<file path="config.mk">
export PLATFORM = sky130hd
export DESIGN_NAME = mul_issue_ctrl
export DESIGN_NICKNAME = d
export VERILOG_FILES = /design/src/rtl/mul_issue_ctrl.sv
export SDC_FILE = /design/constraint.sdc
export NUM_CORES = 1
export LEC_CHECK = 0
export BUFFER_PORTS_ARGS = -buffer_cell sky130_fd_sc_hd__buf_4
export CAP_MARGIN = 10
export CORE_ASPECT_RATIO = 0.6
export CORE_MARGIN = 3
export CORE_UTILIZATION = 55
export DETAILED_ROUTE_END_ITERATION = 12
export PLACE_DENSITY = 0.79
export SLEW_MARGIN = 15
export SYNTH_ARGS = -nofsm -noshare
export SYNTH_HDL_FRONTEND = slang
export SYNTH_SLANG_ARGS = --single-unit
export TNS_END_PERCENT = 10
</file>
<file path="constraint.sdc">
create_clock -name clock -period 4 [get_ports clock]
set_input_delay 0.2 -clock clock [delete_from_list [all_inputs] [get_ports clock]]
set_output_delay 0.2 -clock clock [all_outputs]
set_load 0.02 [all_outputs]
</file>
<file path="src/rtl/mul_issue_ctrl.sv">
// Operand FIFO plus one-at-a-time launcher for the 32x32 signed multiplier; optional LATENCY_STAT_EN adds lat_min/lat_max.
// Latency: launch two edges after the first push into an empty FIFO; result registered on the mul_valid edge.
// Backpressure: in_ready = !full; no launch while a captured result is still waiting for out_ready.

module mul_issue_fifo #(
   parameter int DEPTH = 4,
   parameter int WIDTH = 64
) (
   input  logic             clock,
   input  logic             reset,
   input  logic             push,
   input  logic [WIDTH-1:0] push_dat,
   input  logic             pop,
   output logic [WIDTH-1:0] head_dat,
   output logic             full,
   output logic             empty
);
   localparam int AW = $clog2(DEPTH);
   localparam logic [AW-1:0] PTR_ONE   = 1;
   localparam logic [AW:0]   CNT_ONE   = 1;
   localparam logic [AW:0]   CNT_DEPTH = (AW+1)'(DEPTH);

   logic [WIDTH-1:0] mem [DEPTH];
   logic [AW-1:0]    wr_ptr;
   logic [AW-1:0]    rd_ptr;
   logic [AW:0]      count;

   always_ff @(posedge clock) begin
      if (reset) begin
         wr_ptr <= '0;
         rd_ptr <= '0;
         count  <= '0;
      end else begin
         if (push)
            wr_ptr <= wr_ptr + PTR_ONE;
         if (pop)
            rd_ptr <= rd_ptr + PTR_ONE;
         if (push && !pop)
            count <= count + CNT_ONE;
         else if (pop && !push)
            count <= count - CNT_ONE;
      end
   end

   always_ff @(posedge clock) begin
      if (push)
         mem[wr_ptr] <= push_dat;
   end

   assign head_dat = mem[rd_ptr];
   assign full     = (count == CNT_DEPTH);
   assign empty    = (count == '0);
endmodule

module mul_issue_ctrl #(
   parameter int DEPTH   = 4,
   parameter int TIMEOUT = 40,
   parameter int LAT_W   = 8
) (
   input  logic             clock,
   input  logic             reset,
   input  logic             in_valid,
   output logic             in_ready,
   input  logic [31:0]      in_mlier,
   input  logic [31:0]      in_mcand,
   output logic             mul_start,
   output logic [31:0]      mul_mlier,
   output logic [31:0]      mul_mcand,
   input  logic [63:0]      mul_prodt,
   input  logic             mul_valid,
   output logic             out_valid,
   input  logic             out_ready,
   output logic [63:0]      out_prodt,
   output logic [LAT_W-1:0] out_latency,
   output logic             timeout_err,
   output logic             busy
`ifdef LATENCY_STAT_EN
   ,
   output logic [LAT_W-1:0] lat_min,
   output logic [LAT_W-1:0] lat_max
`endif
);
   typedef struct packed {
      logic [31:0] mlier;
      logic [31:0] mcand;
   } op_t;

   typedef enum logic [1:0] {IDLE, RUN, GAP} state_t;

   localparam logic [LAT_W-1:0] LAT_ONE     = 1;
   localparam logic [LAT_W-1:0] LAT_MAX     = '1;
   localparam logic [LAT_W-1:0] TIMEOUT_CNT = LAT_W'(TIMEOUT);

   state_t           state_q;
   state_t           state_d;
   op_t              push_op;
   op_t              head_op;
   logic             fifo_push;
   logic             fifo_full;
   logic             fifo_empty;
   logic             slot_free;
   logic             launch;
   logic             capture;
   logic             abort;
   logic [LAT_W-1:0] lat_cnt;

   assign push_op.mlier = in_mlier;
   assign push_op.mcand = in_mcand;
   assign in_ready      = !fifo_full;
   assign fifo_push     = in_valid && in_ready;

   mul_issue_fifo #(
      .DEPTH (DEPTH),
      .WIDTH ($bits(op_t))
   ) u_fifo (
      .clock    (clock),
      .reset    (reset),
      .push     (fifo_push),
      .push_dat (push_op),
      .pop      (launch),
      .head_dat (head_op),
      .full     (fifo_full),
      .empty    (fifo_empty)
   );

   // A held result may be handed off on the same edge that launches the next op.
   assign slot_free = !out_valid || out_ready;

   always_ff @(posedge clock) begin
      if (reset)
         state_q <= IDLE;
      else
         state_q <= state_d;
   end

   always_comb begin
      state_d = state_q;
      launch  = 1'b0;
      capture = 1'b0;
      abort   = 1'b0;
      case (state_q)
         IDLE: begin
            if (!fifo_empty && slot_free) begin
               launch  = 1'b1;
               state_d = RUN;
            end
         end
         RUN: begin
            if (mul_valid) begin
               capture = 1'b1;
               state_d = GAP;
            end else if (lat_cnt == TIMEOUT_CNT) begin
               abort   = 1'b1;
               state_d = GAP;
            end
         end
         GAP:     state_d = IDLE;
         default: state_d = IDLE;
      endcase
   end

   always_ff @(posedge clock) begin
      if (reset) begin
         mul_start   <= 1'b0;
         mul_mlier   <= '0;
         mul_mcand   <= '0;
         lat_cnt     <= '0;
         out_valid   <= 1'b0;
         out_prodt   <= '0;
         out_latency <= '0;
         timeout_err <= 1'b0;
      end else begin
         if (launch) begin
            mul_start <= 1'b1;
            mul_mlier <= head_op.mlier;
            mul_mcand <= head_op.mcand;
            lat_cnt   <= LAT_ONE;
         end else if (capture || abort) begin
            mul_start <= 1'b0;
         end else if (state_q == RUN && lat_cnt != LAT_MAX) begin
            lat_cnt <= lat_cnt + LAT_ONE;
         end

         if (capture) begin
            out_prodt   <= mul_prodt;
            out_latency <= lat_cnt;
         end

         if (capture)
            out_valid <= 1'b1;
         else if (out_ready)
            out_valid <= 1'b0;

         if (abort)
            timeout_err <= 1'b1;
      end
   end

`ifdef LATENCY_STAT_EN
   // Timed-out ops never reach capture, so they stay out of the statistics.
   always_ff @(posedge clock) begin
      if (reset) begin
         lat_min <= '1;
         lat_max <= '0;
      end else if (capture) begin
         if (lat_cnt < lat_min)
            lat_min <= lat_cnt;
         if (lat_cnt > lat_max)
            lat_max <= lat_cnt;
      end
   end
`endif

   assign busy = !fifo_empty || (state_q != IDLE) || out_valid;
endmodule

</file>
==> flow_metrics.py, run 1 <==
metrics = {
    "timing": {
        "hold_violations": 0,
        "max_slew.worst_pin.slew_ns": 1.03,
        "drv_slew": 0,
        "clock.fmax_ghz": 0.353,
        "tns_ns": 0,
        "finalSetupViolCount": 0,
        "max_slew_margin": 0.317,
        "fin_skew_ns": 0.00962,
        "fin_hold_ws_ns": 0.0351,
        "timing.final.crit_share": 0.708,
        "rsz0062_at_grt": "false",
        "fin_crit_ns": 2.83,
    },
    "die": {
        "die_w_um": 219,
        "coreArea_um2": 26500,
        "die_area_um2": 29200,
        "rows": 46,
        "ios": 274,
        "start_util": 0.562,
        "dieHeight_um": 134,
    },
    "yosys": {
        "ys_seq_area_frac": 0.725,
        "ys_types": 44,
        "synth_compound_area_frac": 0.0570,
        "yosys_register_bits": 412,
        "synth_area_leaders": "edfxtp_1 (52%), dfxtp_1 (21%), mux4_2 (9.7%)",
        "syn_area_um2": 14900,
        "synth_cells": 1042,
        "syn-num-nets": 1183,
        "synth.yosys.warnings": 0,
        "yosys.area.top_type_share": 0.515,
        "synth-xor-area-share": 0.00294,
        "synth_area_per_cell_um2": 14.3,
        "synth_fa_ha_area_frac": 0.00721,
        "synthMuxAreaShare": 0.0980,
        "yosysTopAreaCell": "edfxtp_1",
        "synthSimpleGateAreaFrac": 0.0877,
        "synth_top_family_by_area": "multiplexers",
    },
    "cells_and_area": {
        "drive_gt1_frac": 0.282,
        "utilization": 0.740,
        "area_delta_synth_final_pct": 31.6,
        "layout_commonest_cell": "buf_4",
        "mostFrequentLayoutCells": "buf_4 (278), nand2_1 (275), edfxtp_1 (256), dfxtp_1 (154), a21oi_1 (148)",
        "nets": 1565,
    },
    "outcome": {
        "outcome": "completed",
    },
    "drt": {
        "route.detailed.drc": 0,
        "first_pass_iters": 5,
        "routed_wl_um": 35600,
        "ant_nets": 0,
        "wl_per_cell_um": 19.7,
        "via_count": 9880,
        "drt_iter0_drc": 812,
        "drt-vias-per-instance": 5.46,
    },
    "worst_setup_path": {
        "r2r_cells": 6,
        "reg2reg_from": "u_fifo.count[0]",
        "critPathRequiredTime_ns": 4.41,
        "path_buf_inv": 2,
        "cp-end-kind": "register",
        "worst-setup-path-type": "register to register",
        "cp_cell_sequence": "or3_1 -> and3_4 -> inv_2 -> buf_4 -> nand2b_2 -> o41ai_1",
        "reg2reg_to": "lat_cnt[2]",
        "cp_max_fo": 68,
        "cp_slowest_stage_delay_ns": 0.68,
        "startpoint": "u_fifo.count[0]",
        "worstSetupEndpoint": "lat_cnt[2]",
        "cp-start-kind": "register",
        "rrSetupSlack_ns": 1.17,
        "cp.depth": 6,
        "cpLargestDelayFamily": "simple AND/OR/NAND/NOR gates",
        "cp.arrival_ns": 3.24,
        "slowest_stage": "buf_4",
    },
    "clock_network": {
        "clk_pin_slew_worst_paths_ns": 0.07,
        "clockRootBuffer": "clkbuf_16",
        "cts_hold_buf": 128,
        "insertion_delay_ns": 0.52,
        "cts_tree": "yes",
        "cts.sinks": 412,
        "cts_resized": 0,
        "cts_max_level": 2,
        "cts_max_path_buffers": 3,
        "numCtsBuffers": 37,
        "cts_setup_buffers": 0,
    },
    "pwr": {
        "sequentialPowerShare": 0.454,
        "ir_drop_mv": 0.482,
        "p_int_w": 0.00858,
        "leakagePower_nw": 7.14,
        "power_per_cell_area_nw_per_um2": 632,
        "combPwrFrac": 0.265,
        "switching_share": 0.308,
        "clkPwrFrac": 0.280,
        "p_switching_w": 0.00383,
    },
    "placement": {
        "dpl.hpwl_um": 19900,
        "gp_congestion": 0.775,
        "port_buffers": 273,
    },
    "job": {
        "maxCapViolCount": 0,
    },
    "worst_hold_path": {
        "hp-start": "mul_valid",
        "hold_class": "input port to register",
    },
    "global_routing": {
        "antenna_found_initial": 2,
        "grt_use_total": 0.244,
        "grt_max_degree": 95,
        "grt_pass1_wl_um": 55400,
        "grt_pass1_vias": 10100,
        "grt_remaining_overflow": 0,
    },
}
## per-stage QoR
stage	cells	power [W]	area [µm²]	setup WS, ns
3_5_place_dp	1617	0.00888	17200	1.22
2_1_floorplan	1042	0.00767	14900	1.17
5_1_grt	1810	0.0130	19600	1.00
3_3_place_gp	1617	0.00879	17200	1.34
6_report	1810	0.0124	19600	1.17
4_1_cts	1809	0.0125	19600	1.19
## synth_stat cells, drive strengths merged
cell    instances
and3b           1
nor4b           1
a31oi           2
and3            2
a21boi          2
nand3           5
nand2b          2
and4            1
mux4           64
o31ai           3
nand2         275
dfxtp         156
mux2i           2
a21oi         148
o21ai           3
nor4bb          1
and2            5
xnor2           2
clkbuf         36
or3             4
or4b            1
o41ai           3
o311ai          1
fa              1
buf            28
or4             3
nor3b           2
ha              7
a21bo           1
xor2            3
nor2            8
nand3b          3
edfxtp        256
nand4           2
inv             8
## worst reg2reg max path: cells and delay by family, from the launching register on
kind	cells	cell delay [ns]
DFF	1	0.35
AOI/OAI and AO/OA	1	0.38
and+or+nand+nor	3	1.15
buffers and inverters	2	0.84
## worst min path at each step
| stage | endpoint | depth (start not counted) |
|---|---|---|
| 2_1_floorplan | u_fifo.mem[0][0] | 0 |
| 3_3_place_gp | u_fifo.mem[2][54] | 1 |
| 3_5_place_dp | u_fifo.mem[2][10] | 1 |
| 4_1_cts | timeout_err | 4 |
| 5_1_grt | timeout_err | 4 |
| 6_report | timeout_err | 4 |
## area by class of cell
class / instances / area, µm²
Antenna cell: 1 / 2.50
Clock buffer: 49 / 991
Clock inverter: 15 / 173
Fill cell: 1620 / 6900
Inverter: 8 / 30.0
Multi-Input combinational cell: 558 / 3780
Sequential cell: 412 / 10800
Tap cell: 360 / 450
Timing Repair Buffer: 407 / 3390
## state kept, by name (all words and copies together), names as in the netlist, 2 cells and up
signal,cells
u_fifo.wr_ptr,2
mul_mcand,32
u_fifo.rd_ptr,2
u_fifo.mem,256
out_latency,8
lat_cnt,8
state_q,2
out_prodt,64
mul_mlier,32
u_fifo.count,3
## per-layer routing
metal,track usage,vias to the layer above,routed length (µm)
li1,-,4543,-
met1,0.346,4921,15400
met2,0.391,340,17200
met3,0.0431,74,2130
met4,0.0742,2,866
met5,0,-,7
## power by group through the flow
| stage | Combinational, W | Sequential, W | Clock (W) |
|---|---|---|---|
| 6_report | 0.00329 | 0.00564 | 0.00348 |
| 5_1_grt | 0.00354 | 0.00572 | 0.00371 |
| 4_1_cts | 0.00330 | 0.00564 | 0.00354 |
| 3_5_place_dp | 0.00316 | 0.00572 | 0 |
| 3_3_place_gp | 0.00311 | 0.00569 | 0 |
| 2_1_floorplan | 0.00175 | 0.00592 | 0 |
## cell families after synthesis
kind of cell,count (synthesis)
simple gates,316
buf+inv,72
fa+ha+maj,8
compound gates,163
mux,66
flops,412
xor+xnor,5
Power figures use the tool's default switching activity.
==> run 2: changes to the inputs <==
CORE_UTILIZATION = 50   (was 55)
PLACE_DENSITY = 0.76   (was 0.79)
clock period = 2.5 ns   (was 4 ns; I/O delays follow)
==> flow_metrics.py, run 2 (synthesized netlist as in run 1, its figures left out) <==
metrics = {
    "outcome": {
        "outcome": "completed",
    },
    "die": {
        "die_area_um2": 32000,
        "coreArea_um2": 29100,
        "die_w_um": 229,
        "ios": 274,
        "rows": 48,
        "start_util": 0.513,
        "dieHeight_um": 140,
    },
    "worst_setup_path": {
        "cp-end-kind": "register",
        "path_common_cell": "or3_1",
        "cp.depth": 9,
        "reg2reg_from": "u_fifo.count[1]",
        "slowest_stage": "or3_1",
        "path_buf_inv": 2,
        "cp-start-kind": "register",
        "cp_max_fo": 4,
        "reg2reg_to": "u_fifo.count[2]",
        "worst-setup-path-type": "register to register",
        "r2r_cells": 9,
        "cp.arrival_ns": 2.77,
        "cpLargestDelayFamily": "simple AND/OR/NAND/NOR gates",
        "rrSetupSlack_ns": 0.19,
        "cp_cell_sequence": "or3_1 -> and3_4 -> inv_2 -> ha_1 -> inv_1 -> fa_1 -> xor2_1 -> or3_1 -> a21oi_1",
        "critPathRequiredTime_ns": 2.96,
        "cp_slowest_stage_delay_ns": 0.41,
    },
    "timing": {
        "fin_skew_ns": 0.0117,
        "max_slew_margin": 0.407,
        "finalSetupViolCount": 0,
        "tns_ns": 0,
        "fin_crit_ns": 2.31,
        "hold_violations": 0,
        "worst_slack_ns": 0.194,
        "timing.final.crit_share": 0.922,
        "max_slew.worst_pin.slew_ns": 0.890,
        "clock.fmax_ghz": 0.434,
        "rsz0062_at_grt": "false",
        "drv_slew": 0,
    },
    "drt": {
        "drt-vias-per-instance": 5.37,
        "first_pass_iters": 5,
        "routed_wl_um": 37500,
        "route.detailed.drc": 0,
        "drt_iter0_drc": 734,
        "ant_nets": 0,
        "via_count": 10100,
        "wl_per_cell_um": 20.0,
    },
    "global_routing": {
        "grt_max_degree": 73,
        "grt_pass1_wl_um": 58500,
        "antenna_found_initial": 0,
        "grt_use_total": 0.234,
        "grt_remaining_overflow": 0,
        "grt_pass1_vias": 10400,
    },
    "pwr": {
        "power.total_w": 0.0205,
        "power_per_cell_area_nw_per_um2": 1020,
        "leakagePower_nw": 7.38,
        "ir_drop_mv": 0.689,
    },
    "worst_hold_path": {
        "hp-start": "reset",
        "holdPathStages": 2,
        "hold_end": "u_fifo.rd_ptr[0]",
        "hold_class": "input port to register",
    },
    "cells_and_area": {
        "reg_top3": "u_fifo.mem: 256 flops, out_prodt: 64 flops",
        "nets": 1589,
        "mostFrequentLayoutCells": "buf_4 (289), nand2_1 (275), edfxtp_1 (256), dfxtp_1 (154), a21oi_1 (148)",
        "largest_reg_flops": 256,
        "drive_gt1_frac": 0.298,
        "layout_commonest_cell": "buf_4",
        "area_delta_synth_final_pct": 34.9,
        "regMostFlops": "u_fifo.mem",
    },
    "clock_network": {
        "clk_pin_slew_worst_paths_ns": 0.06,
        "insertion_delay_ns": 0.53,
        "clockRootBuffer": "clkbuf_16",
        "cts_tree": "yes",
        "cts_max_path_buffers": 3,
        "cts_setup_buffers": 0,
        "cts.sinks": 412,
        "cts_max_level": 2,
        "numCtsBuffers": 38,
    },
    "placement": {
        "dpl.hpwl_um": 21900,
        "gp_congestion": 0.797,
        "port_buffers": 273,
        "dpl_worst_slack_ns": 0.198,
    },
    "job": {
        "maxCapViolCount": 0,
    },
}
==> run 2: where the power goes <==
part	leakage [nW]	internal (W)	total, W	switching (W)
logic	3.11	0.00242	0.00564	0.00323
clock network	0.650	0.00351	0.00599	0.00248
registers	3.62	0.00828	0.00887	0.000595
total	7.38	0.0142	0.0205	0.00630
==> run 2: how the worst max path moves through the flow <==
stage | from | to | slack [ns]
after floorplan | u_fifo.count[0] | u_fifo.mem[3][0] | -0.33
after global placement | u_fifo.count[1] | u_fifo.count[2] | 0.27
after detailed placement | u_fifo.count[1] | u_fifo.count[2] | 0.20
after CTS | u_fifo.count[1] | u_fifo.count[2] | 0.19
after global routing | u_fifo.count[1] | lat_cnt[2] | 0.05
final | u_fifo.count[1] | u_fifo.count[2] | 0.19
==> run 2: layer usage <==
layer	wire length (µm)	track usage	vias to the layer above
met5	0	0	-
met3	2310	0.0514	98
met1	15700	0.312	5032
met4	1260	0.0854	0
li1	-	-	4597
met2	18300	0.382	359
==> run 2: cell type report <==
type,instances,area [µm²]
flip-flops and latches,412,10800
fillers,1963,8940
multi-input cells,558,3780
repair buffers,430,3690
clock buffers,46,1080
well taps,400,500
clock inverters,24,218
inverters,8,30.0
diodes,1,2.50
==> run 2: metrics by stage <==
step / std cells / hold WS (ns) / utilization / cell area [µm²]
2_1_floorplan: 1042 / 0.224 / - / 14900
3_3_place_gp: 1678 / 0.328 / 0.603 / 17500
3_5_place_dp: 1678 / 0.328 / 0.603 / 17500
4_1_cts: 1878 / 0.0978 / 0.692 / 20100
5_1_grt: 1878 / 0.131 / 0.692 / 20100
6_report: 1879 / 0.132 / 0.692 / 20100
==> run 2: timing repair <==
action | 4_1_cts | 5_1_grt
hold buffers | 130 | 0
gates resized for setup | 0 | 0
endpoints found under the hold margin | 322 | 0
endpoints found under the setup margin | 0 | 0
==> run 2: worst register-to-register path, cell delays in order (launching register included) <==
cell and delay (ns):
dfxtp_1 0.35, or3_1 0.41, and3_4 0.18, inv_2 0.05, ha_1 0.17, inv_1 0.06, fa_1 0.37, xor2_1 0.19
or3_1 0.32, a21oi_1 0.14
